## src/rtl/program_loader.sv

```systemverilog
// program_loader: streams a program into instruction RAM, runs the core for a set
// number of cycles, drains, then dumps the register file under valid/ready.
module program_loader #(
  parameter int ADDR_W       = 9,
  parameter int RUN_W        = 16,
  parameter int DRAIN_CYCLES = 4,
  parameter int RD_LAT       = 1,
  parameter int NREG         = 16
) (
  input  logic              clock,
  input  logic              reset,
  input  logic              in_valid,
  output logic              in_ready,
  input  logic [31:0]       in_data,
  input  logic              in_last,
  input  logic [RUN_W-1:0]  run_cycles,
  output logic [ADDR_W-1:0] core_addr,
  output logic              core_wen,
  output logic [31:0]       core_wdat,
  output logic              core_working,
  output logic [3:0]        core_rid,
  input  logic [31:0]       core_rdata,
  output logic              out_valid,
  input  logic              out_ready,
  output logic [31:0]       out_data,
  output logic [3:0]        out_idx,
  output logic              out_last,
  output logic              busy,
  output logic              load_full,
  output logic              done
);
  localparam int DW = DRAIN_CYCLES > 0 ? $clog2(DRAIN_CYCLES + 1) : 1;
  localparam int LW = RD_LAT > 0 ? $clog2(RD_LAT + 1) : 1;

  typedef enum logic [2:0] {IDLE, LOAD, RUN, DRAIN, DUMP, DONE} state_t;
  state_t state, next;

  logic [ADDR_W-1:0] count, wr_addr;
  logic [RUN_W-1:0]  run_cnt;
  logic [DW-1:0]     drain_cnt;
  logic [LW-1:0]     lat_cnt;
  logic              acc_in, acc_out, last_word, last_idx;

  assign acc_in    = in_ready & in_valid;
  assign acc_out   = out_valid & out_ready;
  assign wr_addr   = state == IDLE ? '0 : count;
  assign last_word = in_last | (wr_addr == '1);
  assign last_idx  = core_rid == 4'(NREG - 1);

  always_ff @(posedge clock or negedge reset)
    if (!reset) state <= IDLE;
    else        state <= next;

  always_comb begin
    next = state;
    case (state)
      IDLE, LOAD: if (acc_in) next = last_word ? RUN : LOAD;
      RUN:        if (run_cnt == '0) next = DRAIN;
      DRAIN:      if (drain_cnt == DW'(DRAIN_CYCLES - 1)) next = DUMP;
      DUMP:       if (acc_out && last_idx) next = DONE;
      default:    next = IDLE;
    endcase
  end

  always_comb begin
    in_ready = state == IDLE || state == LOAD;
    busy     = state != IDLE;
    done     = state == DONE;
  end

  always_ff @(posedge clock or negedge reset) begin
    if (!reset) begin
      core_addr    <= '0;
      core_wen     <= 1'b0;
      core_wdat    <= '0;
      core_working <= 1'b0;
      core_rid     <= '0;
      out_valid    <= 1'b0;
      out_data     <= '0;
      out_idx      <= '0;
      out_last     <= 1'b0;
      load_full    <= 1'b0;
      count        <= '0;
      run_cnt      <= '0;
      drain_cnt    <= '0;
      lat_cnt      <= '0;
    end else begin
      core_wen     <= acc_in;
      core_working <= state == RUN && run_cnt != '0;
      drain_cnt    <= state == DRAIN ? drain_cnt + 1'b1 : '0;
      if (acc_in) begin
        core_addr <= wr_addr;
        core_wdat <= in_data;
        count     <= wr_addr + 1'b1;
        run_cnt   <= run_cycles;
      end else if (state == RUN && run_cnt != '0)
        run_cnt <= run_cnt - 1'b1;
      if (acc_in && wr_addr == '1)
        load_full <= 1'b1;
      else if (acc_in && state == IDLE && !in_last)
        load_full <= 1'b0;
      // rid is presented RD_LAT cycles before rdata is captured for each index
      if (state != DUMP) begin
        core_rid <= '0;
        lat_cnt  <= '0;
      end else if (acc_out) begin
        out_valid <= 1'b0;
        out_last  <= 1'b0;
        core_rid  <= last_idx ? '0 : core_rid + 1'b1;
        lat_cnt   <= '0;
      end else if (!out_valid && lat_cnt == LW'(RD_LAT)) begin
        out_valid <= 1'b1;
        out_data  <= core_rdata;
        out_idx   <= core_rid;
        out_last  <= last_idx;
      end else if (!out_valid)
        lat_cnt <= lat_cnt + 1'b1;
    end
  end
endmodule

```

## config.mk

```make
export PLATFORM = sky130hd
export DESIGN_NAME = program_loader
export DESIGN_NICKNAME = d
export VERILOG_FILES = /design/src/rtl/program_loader.sv
export SDC_FILE = /design/constraint.sdc
export NUM_CORES = 1
export LEC_CHECK = 0
export CORE_MARGIN = 5
export CORE_UTILIZATION = 46
export CTS_CLUSTER_DIAMETER = 60
export DETAILED_ROUTE_END_ITERATION = 8
export GPL_TIMING_DRIVEN = 1
export MAX_ROUTING_LAYER = met4
export PLACE_DENSITY = 0.87
export SETUP_SLACK_MARGIN = 0.05
export SKIP_LAST_GASP = 1
export SLEW_MARGIN = 30
export SYNTH_ARGS = -nofsm -noshare
export SYNTH_HDL_FRONTEND = slang
export SYNTH_SLANG_ARGS = --single-unit
```

## constraint.sdc

```tcl
create_clock -name clock -period 4.25 [get_ports clock]
set_clock_uncertainty 0.1 [all_clocks]
set_input_delay 0.85 -clock clock [delete_from_list [all_inputs] [get_ports clock]]
set_output_delay 0.85 -clock clock [all_outputs]
set_load 0.1 [all_outputs]
```

Word level (Yosys, flattened, before mapping)
Index checks and enable logic that the tools add are counted.

operators by class
  add/subtract/negate cells = 5
  multiply operators = 0
  divide/modulo/power cells = 0
  magnitude comparators = 0
  equal/unequal tests = 15
  shifts and indexed selects = 0
  muxes and demuxes = 23
  bitwise operators = 5
  reduce and logical (&&, ||, !) cells = 22

operators with widths
  kind                   count
  $mux 16                2
  $logic_not 16->1       1
  $reduce_bool 16->1     1
  $sub 16x1->16 const B  1
  $mux 3                 5
  $mux 4                 3
  $pmux 3 s4             1
  $mux 1                 10
  $add 9x1->9 const B    1
  $eq 3x2->1 const B     3
  $eq 9x9->1 const B     1
  $mux 9                 1
  $ne 2x2->1 const B     4
  $reduce_bool 2->1      4
  $eq 3x3->1 const B     2
  $logic_and 1x1->1      6
  $ne 3x3->1 const B     2
  $add 4x1->4 const B    1
  $eq 4x4->1 const B     1
  $reduce_and 2->1       2
  $reduce_and 4->1       1
  $add 3x1->3 const B    1
  $eq 3x1->1 const B     1
  $logic_not 3->1        1
  11 further kinds       14

storage, ports and cells
  register bits = 118
  latch bits = 0
  memory bits (writable) = 0
  memory bits (read-only) = 0
  bits of input ports = 85
  output and inout bits = 89
  word-level logic and storage cells = 85
  memories kept = 0

Longest topological paths before layout
Gate-level depths: netlist (run 1).

  depth after elaboration = 7
  depth in mapped cells = 11
  mapped depth without buffers = 10

Worst setup path after synthesis (run 1)
Ideal clock, no wire load.

  kind = register to output
  start point = reg state[0]
  end point = out done
  arrival = 2.979 ns
  required time = 3.300 ns
  setup slack = 0.321 ns
  stages on the path, launching flop included = 4
  path buffers = 1
  cell sequence = dfrtp_1 > clkbuf_1 > inv_1 > nor3b_1

between the ends
  word-level cells in the longest chain between the ends = 1

ends and longest elaborated chain
  what                    line  text
  from (decl)             36    state_t state, next;
  from (signal assigned)  52    else state <= next;
  $eq 3x3->1              68    done = state == DONE;
  to (decl)               30    output logic done

No other way between the ends.

Final worst setup path (run 1)
  start point = reg state[1]
  end point = out in_ready

between the ends
  word-level cells in the longest chain between the ends = 2
  elaborated cells on any way between the ends = 3
  those cells by class = 1 x eq/ne; 2 x reduce/logical

ends and longest elaborated chain
  what                                                  line  text
  $eq 3x1->1 / $logic_not 3->1 (equally long branches)  66    in_ready = state == IDLE || state == LOAD;
  $logic_or 1x1->1 *                                    66
  to (decl)                                             13    output logic in_ready,

Every way passes the cells marked *; elsewhere a longest branch is shown, timed or not.

==> metrics.md, run 1 <==
| Metric | Value |
|---|---|
| Dpl hpwl | 9837 µm |
| Drt drc | 0 |
| Die Wd | 116.4 µm |
| Final count of hold timing violations | 0 |
| Syn_nets | 594 |
| Final worst setup slack | 0.9581 ns |
| Area Growth Syn to Fin | 45.90% |
| Synth Area in Compound Gates | 8.243% |
| DR vias | 4365 |
| Nets | 765 |
| Worst-path clk slew | 0.05 ns |
| Synth Area in Adders | 1.682% |
| Crit path max-delay cell type | clkdlybuf4s50_1 |
| Post-layout min period | 3.292 ns |
| Largest area contributor in the netlist | dfrtp_1 |
| Hold EP | drain_cnt[0]$_DFF_PN0_ |
| Delay-heaviest family, CP | buffers and inverters |
| Grt total ovfl | 0 |
| Cells after DPL | 794 |
| Layout Cells excl Fill | 824 |
| IO Count | 174 |
| Chip Height | 116.4 µm |
| First-pass GRT wire length | 22200 µm |
| Skew-Pair Late Insertion Delay | 0.40 ns |
| Core box area | 10980 µm² |
| Post-Route Setup TNS | 0 ns |
| Final Total Pwr | 5.826 mW |
| PortBufs | 173 |
| Largest family of logic cells by synthesized area | simple AND/OR/NAND/NOR gates |
| Reg-to-Reg Start | state[0]$_DFFE_PN0P_ |
| Peak VDD IR | 0.0005819 V |
| CTS hold repair buffers | 0 |
| Ordered cell list for the critical path | nor2_1, clkdlybuf4s50_1 |
| Final setup violation count | 0 |
| Synth Area in XOR/XNOR | 0.6729% |
| Achievable Freq | 0.3038 GHz |
| Share of cells above drive strength 1 | 13.45% |
| Netlist cell types | 54 |
| WL/cell | 16.76 µm |
| CTS H-tree lvls | 4 |
| Total GRT Usage | 21.87% |
| Initial antenna violation count | 0 |
| Worst Hold Class | reg2reg |
| Flops & latches, synth | 118 |
| Crit path buf inv count | 1 |
| Vias in the first global route | 4487 |
| Unrepaired setup endpoints after global routing | false |
| Post-synth ARST share | 100.0% |
| Full die area | 13550 µm² |
| Synth Area in Simple Gates | 20.79% |
| Status | finished, final reports clean |
| Startpoint class of the critical path | flip-flop |
| CP Class | reg2out |
| Starting Density | 47.40% |
| Worst hold path cell count | 1 |
| R2R Path End | state[0]$_DFFE_PN0P_ |
| Worst slew pin tran | 1.027 ns |
| Crit-path max FO | 15 |
| Max-slew violations | 0 |
| Reg2reg path depth | 10 |
| Syn. warnings | 0 |
| Most instantiated cells after synthesis | nand2_1, dfrtp_1, mux2_2 |
| Worst path required time | 3.30 ns |
| Detailed router's first-iteration violation count | 335 |
| Clock sinks | 118 |
| Syn Area/Cell | 10.37 µm² |
| Most frequent cell after synthesis | nand2_1 |
| Num CTS Buffers | 17 |
| Mux share of post-synthesis cell area | 8.628% |
| Largest net degree at the start of global routing | 79 |
| Leakage | 3.445 nW |
| Worst Hold Launch | drain_cnt[0]$_DFF_PN0_ |
| Tcrit/Tclk final | 77.46% |
| Crit path largest cell delay | 1.17 ns |
| Synthesized instance count | 502 |
| Placed Area | 7014 µm² |
| Number of flops mapped to enable cells by yosys | 0 |
| MaxCap Viol Count | 0 |
| Drt via density | 5.297 |
| Mapped cell area | 5206 µm² |
| Synth area leaders | dfrtp_1, nand2_1, mux2_2 |
| Final WL | 13810 µm |
| CTS tree | built |
| Rows | 38 |
| DP Worst Slack | 0.8568 ns |
| Pwr/cell area | 766.9 nW/µm² |
| Setup slack, reg-to-reg | 1.30 ns |
| Root Buffer | clkbuf_16 |
| Clk buf depth | 2 |
| Crit. End Element | primary output |
| Final weighted congestion in routability-driven placement | 0.8852 |
| WP data arrival | 2.34 ns |
| Synth top area share | 56.72% |
| Post-cts repair resize count | 0 |
| Drt first pass iters | 5 |
| Fin area | 7596 µm² |
| Sequential cell area fraction in the yosys report | 56.72% |
| Ys flop type | dfrtp_1 |
| Post-DRT Antenna Nets | 0 |
| Post-CTS Setup Bufs | 0 |
| # diodes | 0 |
| Slew HR | 31.29% |
## kinds of logic (layout without fill, tap and decap cells)
| logic type | after synthesis | in the layout |
|---|---|---|
| and+or+nand+nor | 231 | 231 |
| buffers and inverters | 34 | 216 |
| DFF | 118 | 118 |
| muxes | 40 | 40 |
| AOI/OAI and AO/OA | 68 | 68 |
| adders and majority gates | 7 | 7 |
| xor gates and xnor gates | 4 | 4 |
## area by class of cell
| type | count | area (µm²) |
|---|---|---|
| clock buffers | 20 | 446.7 |
| fillers | 802 | 3387 |
| flip-flops and latches | 118 | 2953 |
| inverters | 9 | 33.78 |
| clock inverters | 10 | 131.4 |
| repair buffers | 177 | 1770 |
| well taps | 140 | 175.2 |
| multi-input cells | 350 | 2086 |
## layout by cell type (no fill, tap or decap), types with 4 or more instances in the layout
| cell | n |
|---|---|
| or3_1 | 4 |
| o21ai_0 | 18 |
| clkdlybuf4s50_1 | 170 |
| clkbuf_16 | 17 |
| mux2_2 | 39 |
| a31oi_1 | 11 |
| clkinv_2 | 5 |
| and3_1 | 4 |
| nand4_1 | 4 |
| nand2_1 | 136 |
| dfrtp_1 | 118 |
| nor4_1 | 5 |
| a21oi_1 | 15 |
| nand3_1 | 14 |
| buf_4 | 5 |
| o31ai_1 | 4 |
| inv_1 | 8 |
| nor2b_1 | 6 |
| nor2_1 | 23 |
| ha_1 | 7 |
| nor3_1 | 7 |
## power breakdown
group	internal, mW	switching (mW)	leakage (nW)
registers	1.44	0.300	1.52
clock network	0.925	0.480	0.285
logic	0.690	1.99	1.64
total	3.05	2.77	3.44
## worst max path at each step
stage	from	to	slack, ns	depth (start not counted)
floorplan	state[0]$_DFFE_PN0P_	done	0.32	3
global placement	in_valid	run_cnt[14]$_DFFE_PN0P_	0.93	6
detailed placement	in_valid	run_cnt[14]$_DFFE_PN0P_	0.86	6
CTS	state[1]$_DFFE_PN0P_	in_ready	0.95	2
global route	state[0]$_DFFE_PN0P_	busy	0.88	3
finish	state[1]$_DFFE_PN0P_	in_ready	0.96	2
## flip-flops by register name, summed over array words and instances, names as in the netlist, 3 cells and up
| name | count |
|---|---|
| core_wdat | 32 |
| drain_cnt | 3 |
| state | 3 |
| core_rid | 4 |
| out_idx | 4 |
| core_addr | 9 |
| count | 9 |
| out_data | 32 |
| run_cnt | 16 |
## per-layer routing
layer  up-vias  routed length [µm]  GRT usage, %
li1       2075                   -             -
met1      2117                5514         25.99
met2       149                7270         35.93
met3        24                 720         5.078
met4         0                 309         9.049
met5         -                   0             -
## through the flow
step	hold slack [ns]	utilization (%)
finish	0.3437	69.16
global route	0.3684	69.16
CTS	0.3454	69.13
detailed placement	0.3324	63.86
global placement	0.3194	63.86
floorplan	0.3096	-
Note: power is estimated with default switching activity, not from simulation.
==> run 2, diff against run 1 <==
==> constraint.sdc (replaced) <==
create_clock -name clock -period 3.3 [get_ports clock]
set_clock_uncertainty 0.1 [all_clocks]
set_input_delay 0.66 -clock clock [delete_from_list [all_inputs] [get_ports clock]]
set_output_delay 0.66 -clock clock [all_outputs]
set_load 0.1 [all_outputs]
==> run 2 against run 1 <==
Effect of this change:
- hold slack worse by 0.13 ns
- largest cell class unchanged
- final area is 1.7% lower
- global-route usage down 0.80 points
- power grew 29%
==> metrics.md, run 2 (synthesized netlist as in run 1, its figures left out) <==
| Metric | Value |
|---|---|
| Startpoint class of the critical path | flip-flop (unchanged) |
| Worst Hold Class | in2async (was reg2reg) |
| Worst path required time | 3.51 ns (was 3.30 ns) |
| DR vias | 4425 (was 4365) |
| Drt via density | 5.319 (was 5.297) |
| Core box area | 10980 µm² (unchanged) |
| Sequential share of power | 29.3% (was 29.8%) |
| Post-cts repair resize count | 0 (unchanged) |
| Slew HR | 49.85% (was 31.29%) |
| Fin area | 7468 µm² (was 7596 µm²) |
| Delay-heaviest family, CP | simple AND/OR/NAND/NOR gates (was buffers and inverters) |
| Ordered cell list for the critical path | inv_1, ha_1, or4b_2, nor4b_2, o21ai_0, a31oi_1 (was nor2_1, clkdlybuf4s50_1) |
| MaxCap Viol Count | 0 (unchanged) |
| Chip Height | 116.4 µm (unchanged) |
| Setup slack, reg-to-reg | 0.65 ns (was 1.30 ns) |
| Total GRT Usage | 21.08% (was 21.87%) |
| Worst-path clk slew | 0.05 ns (about the same) |
| WL/cell | 16.55 µm (was 16.76 µm) |
| Clock sinks | 118 (unchanged) |
| Placed Area | 6847 µm² (was 7014 µm²) |
| Rows | 38 (unchanged) |
| Switching power | 3.584 mW (was 2.774 mW) |
| M2 GR Usage | 35.47% (was 35.93%) |
| PortBufs | 173 (unchanged) |
| Final count of hold timing violations | 0 (unchanged) |
| Nets | 771 (was 765) |
| Initial antenna violation count | 0 (unchanged) |
| IO Count | 174 (unchanged) |
| Leakage | 3.638 nW (was 3.445 nW) |
| P_int | 3.960 mW (was 3.052 mW) |
| Final Util | 68.00% (was 69.16%) |
| Starting Density | 47.40% (unchanged) |
| FF/Latch Area | 2953 µm² (unchanged) |
| Switching Share | 47.51% (was 47.61%) |
| CTS hold repair buffers | 0 (unchanged) |
| Skew-Pair Late Insertion Delay | 0.40 ns (about the same) |
| Achievable Freq | 0.3768 GHz |
| Clk buf depth | 2 (unchanged) |
| Most common cell after layout, fill and taps aside | nand2_1 (was clkdlybuf4s50_1) |
| Crit. End Element | flip-flop (was primary output) |
| Root Buffer | clkbuf_16 (unchanged) |
| Area occupied by multi-input gates | 2091 µm² (was 2086 µm²) |
| Max-slew violations | 0 (unchanged) |
| Crit path buf inv count | 1 (unchanged) |
| Reg2reg path depth | 6 (was 10) |
| Fill cells | 800 (was 802) |
| Reg-to-Reg Start | run_cnt[0]$_DFFE_PN0P_ (was state[0]$_DFFE_PN0P_) |
| Drt drc | 0 (unchanged) |
| Full die area | 13550 µm² (unchanged) |
| Met1 Usage GRT | 24.80% (was 25.99%) |
| Num CTS Buffers | 17 (unchanged) |
| Crit-path max FO | 8 (was 15) |
| Unrepaired setup endpoints after global routing | false (unchanged) |
| Status | finished, final reports clean (unchanged) |
| Tcrit/Tclk final | 80.41% |
| Hold slack | 0.2143 ns (was 0.3437 ns) |
| Largest net degree at the start of global routing | 57 (was 79) |
| Worst slew pin tran | 0.7503 ns (was 1.027 ns) |
| Crit path largest cell delay | 0.72 ns (was 1.17 ns) |
| Drt first pass iters | 4 (was 5) |
| Area Growth Syn to Fin | 43.45% (was 45.90%) |
| Final setup violation count | 0 (unchanged) |
| Vias in the first global route | 4540 (was 4487) |
| Combinational Power Share | 45.4% (was 46.1%) |
| CTS H-tree lvls | 4 (unchanged) |
| # diodes | 0 (unchanged) |
| Clock Power Share | 25.3% (was 24.1%) |
| Final weighted congestion in routability-driven placement | 0.8527 (was 0.8852) |
| CTS tree | built (unchanged) |
| Share of cells above drive strength 1 | 27.02% (was 13.45%) |
| Layout Cells excl Fill | 832 (was 824) |
| Largest registers | core_wdat x32, out_data x32, run_cnt x16 (unchanged) |
| Grt total ovfl | 0 (unchanged) |
| Die Wd | 116.4 µm (unchanged) |
| Dpl hpwl | 9994 µm (was 9837 µm) |
| Busiest grt layer | met2 (unchanged) |
| Most frequent cells in the layout | nand2_1, dfrtp_1, buf_4, clkdlybuf4s50_1, mux2_2 (was clkdlybuf4s50_1, nand2_1, dfrtp_1, mux2_2, nor2_1) |
| Peak VDD IR | 0.0009643 V (was 0.0005819 V) |
| WP data arrival | 2.87 ns (was 2.34 ns) |
| Final Total Pwr | 7.544 mW (was 5.826 mW) |
| Final worst setup slack | 0.6463 ns (was 0.9581 ns) |
| Pwr/cell area | 1010 nW/µm² (was 766.9 nW/µm²) |
| Post-DRT Antenna Nets | 0 (unchanged) |
| Met3 GRT Util | 4.093% (was 5.078%) |
| Cells after DPL | 800 (was 794) |
| DP Worst Slack | 0.3969 ns (was 0.8568 ns) |
| Post-Route Setup TNS | 0 ns (unchanged) |
| Post-layout min period | 2.654 ns |
| Detailed router's first-iteration violation count | 210 (was 335) |
| Final WL | 13770 µm (was 13810 µm) |
| Crit path max-delay cell type | nor4b_2 (was clkdlybuf4s50_1) |
| First-pass GRT wire length | 21690 µm (was 22200 µm) |
| CP Class | reg2reg (was reg2out) |
| R2R Path End | run_cnt[7]$_DFFE_PN0P_ (was state[0]$_DFFE_PN0P_) |
| Post-CTS Setup Bufs | 0 (unchanged) |
-- run 2: changes by cell type in the layout (fill, tap and decap cells not counted), sizes merged --
cell / before / now
buf: 7 / 100
clkinv: 6 / 3
clkbuf: 20 / 25
clkdlybuf4s50: 170 / 83
-- run 2: layer usage --
metal | share of wire [%] | up-vias
li1 | - | 2084
met3 | 5.6 | 31
met4 | 2.5 | 0
met2 | 52 | 146
met5 | 0 | -
met1 | 40 | 2164
-- run 2: power groups by stage --
stage | clock [mW] | combinational [mW] | sequential [mW]
6_report | 1.91 | 3.43 | 2.21
5_1_grt | 2.00 | 3.61 | 2.26
3_3_place_gp | 0 | 3.35 | 2.19
3_5_place_dp | 0 | 3.43 | 2.21
4_1_cts | 1.93 | 3.45 | 2.21
2_1_floorplan | 0 | 0.960 | 3.83
-- run 2: final cells by class --
cell class,instances,share of cell area [%]
clock buffer,25,6.768
tap,140,2.345
sequential,118,39.54
inverter,9,0.4523
clock inverter,7,1.558
multi-input combinational,350,27.99
timing repair buffer,183,21.34
-- run 2: worst max path at each step --
stage                               endpoint  cells after the start                    from  slack (ns)
floorplan               state[0]$_DFFE_PN0P_                     10    state[1]$_DFFE_PN0P_        0.53
global placement    core_addr[6]$_DFFE_PN0P_                      6                in_valid        0.47
detailed placement  core_addr[6]$_DFFE_PN0P_                      6                in_valid        0.40
CTS                   run_cnt[7]$_DFFE_PN0P_                      6  run_cnt[0]$_DFFE_PN0P_        0.69
global route            state[0]$_DFFE_PN0P_                     11    state[1]$_DFFE_PN0P_        0.45
finish                run_cnt[7]$_DFFE_PN0P_                      6  run_cnt[0]$_DFFE_PN0P_        0.65
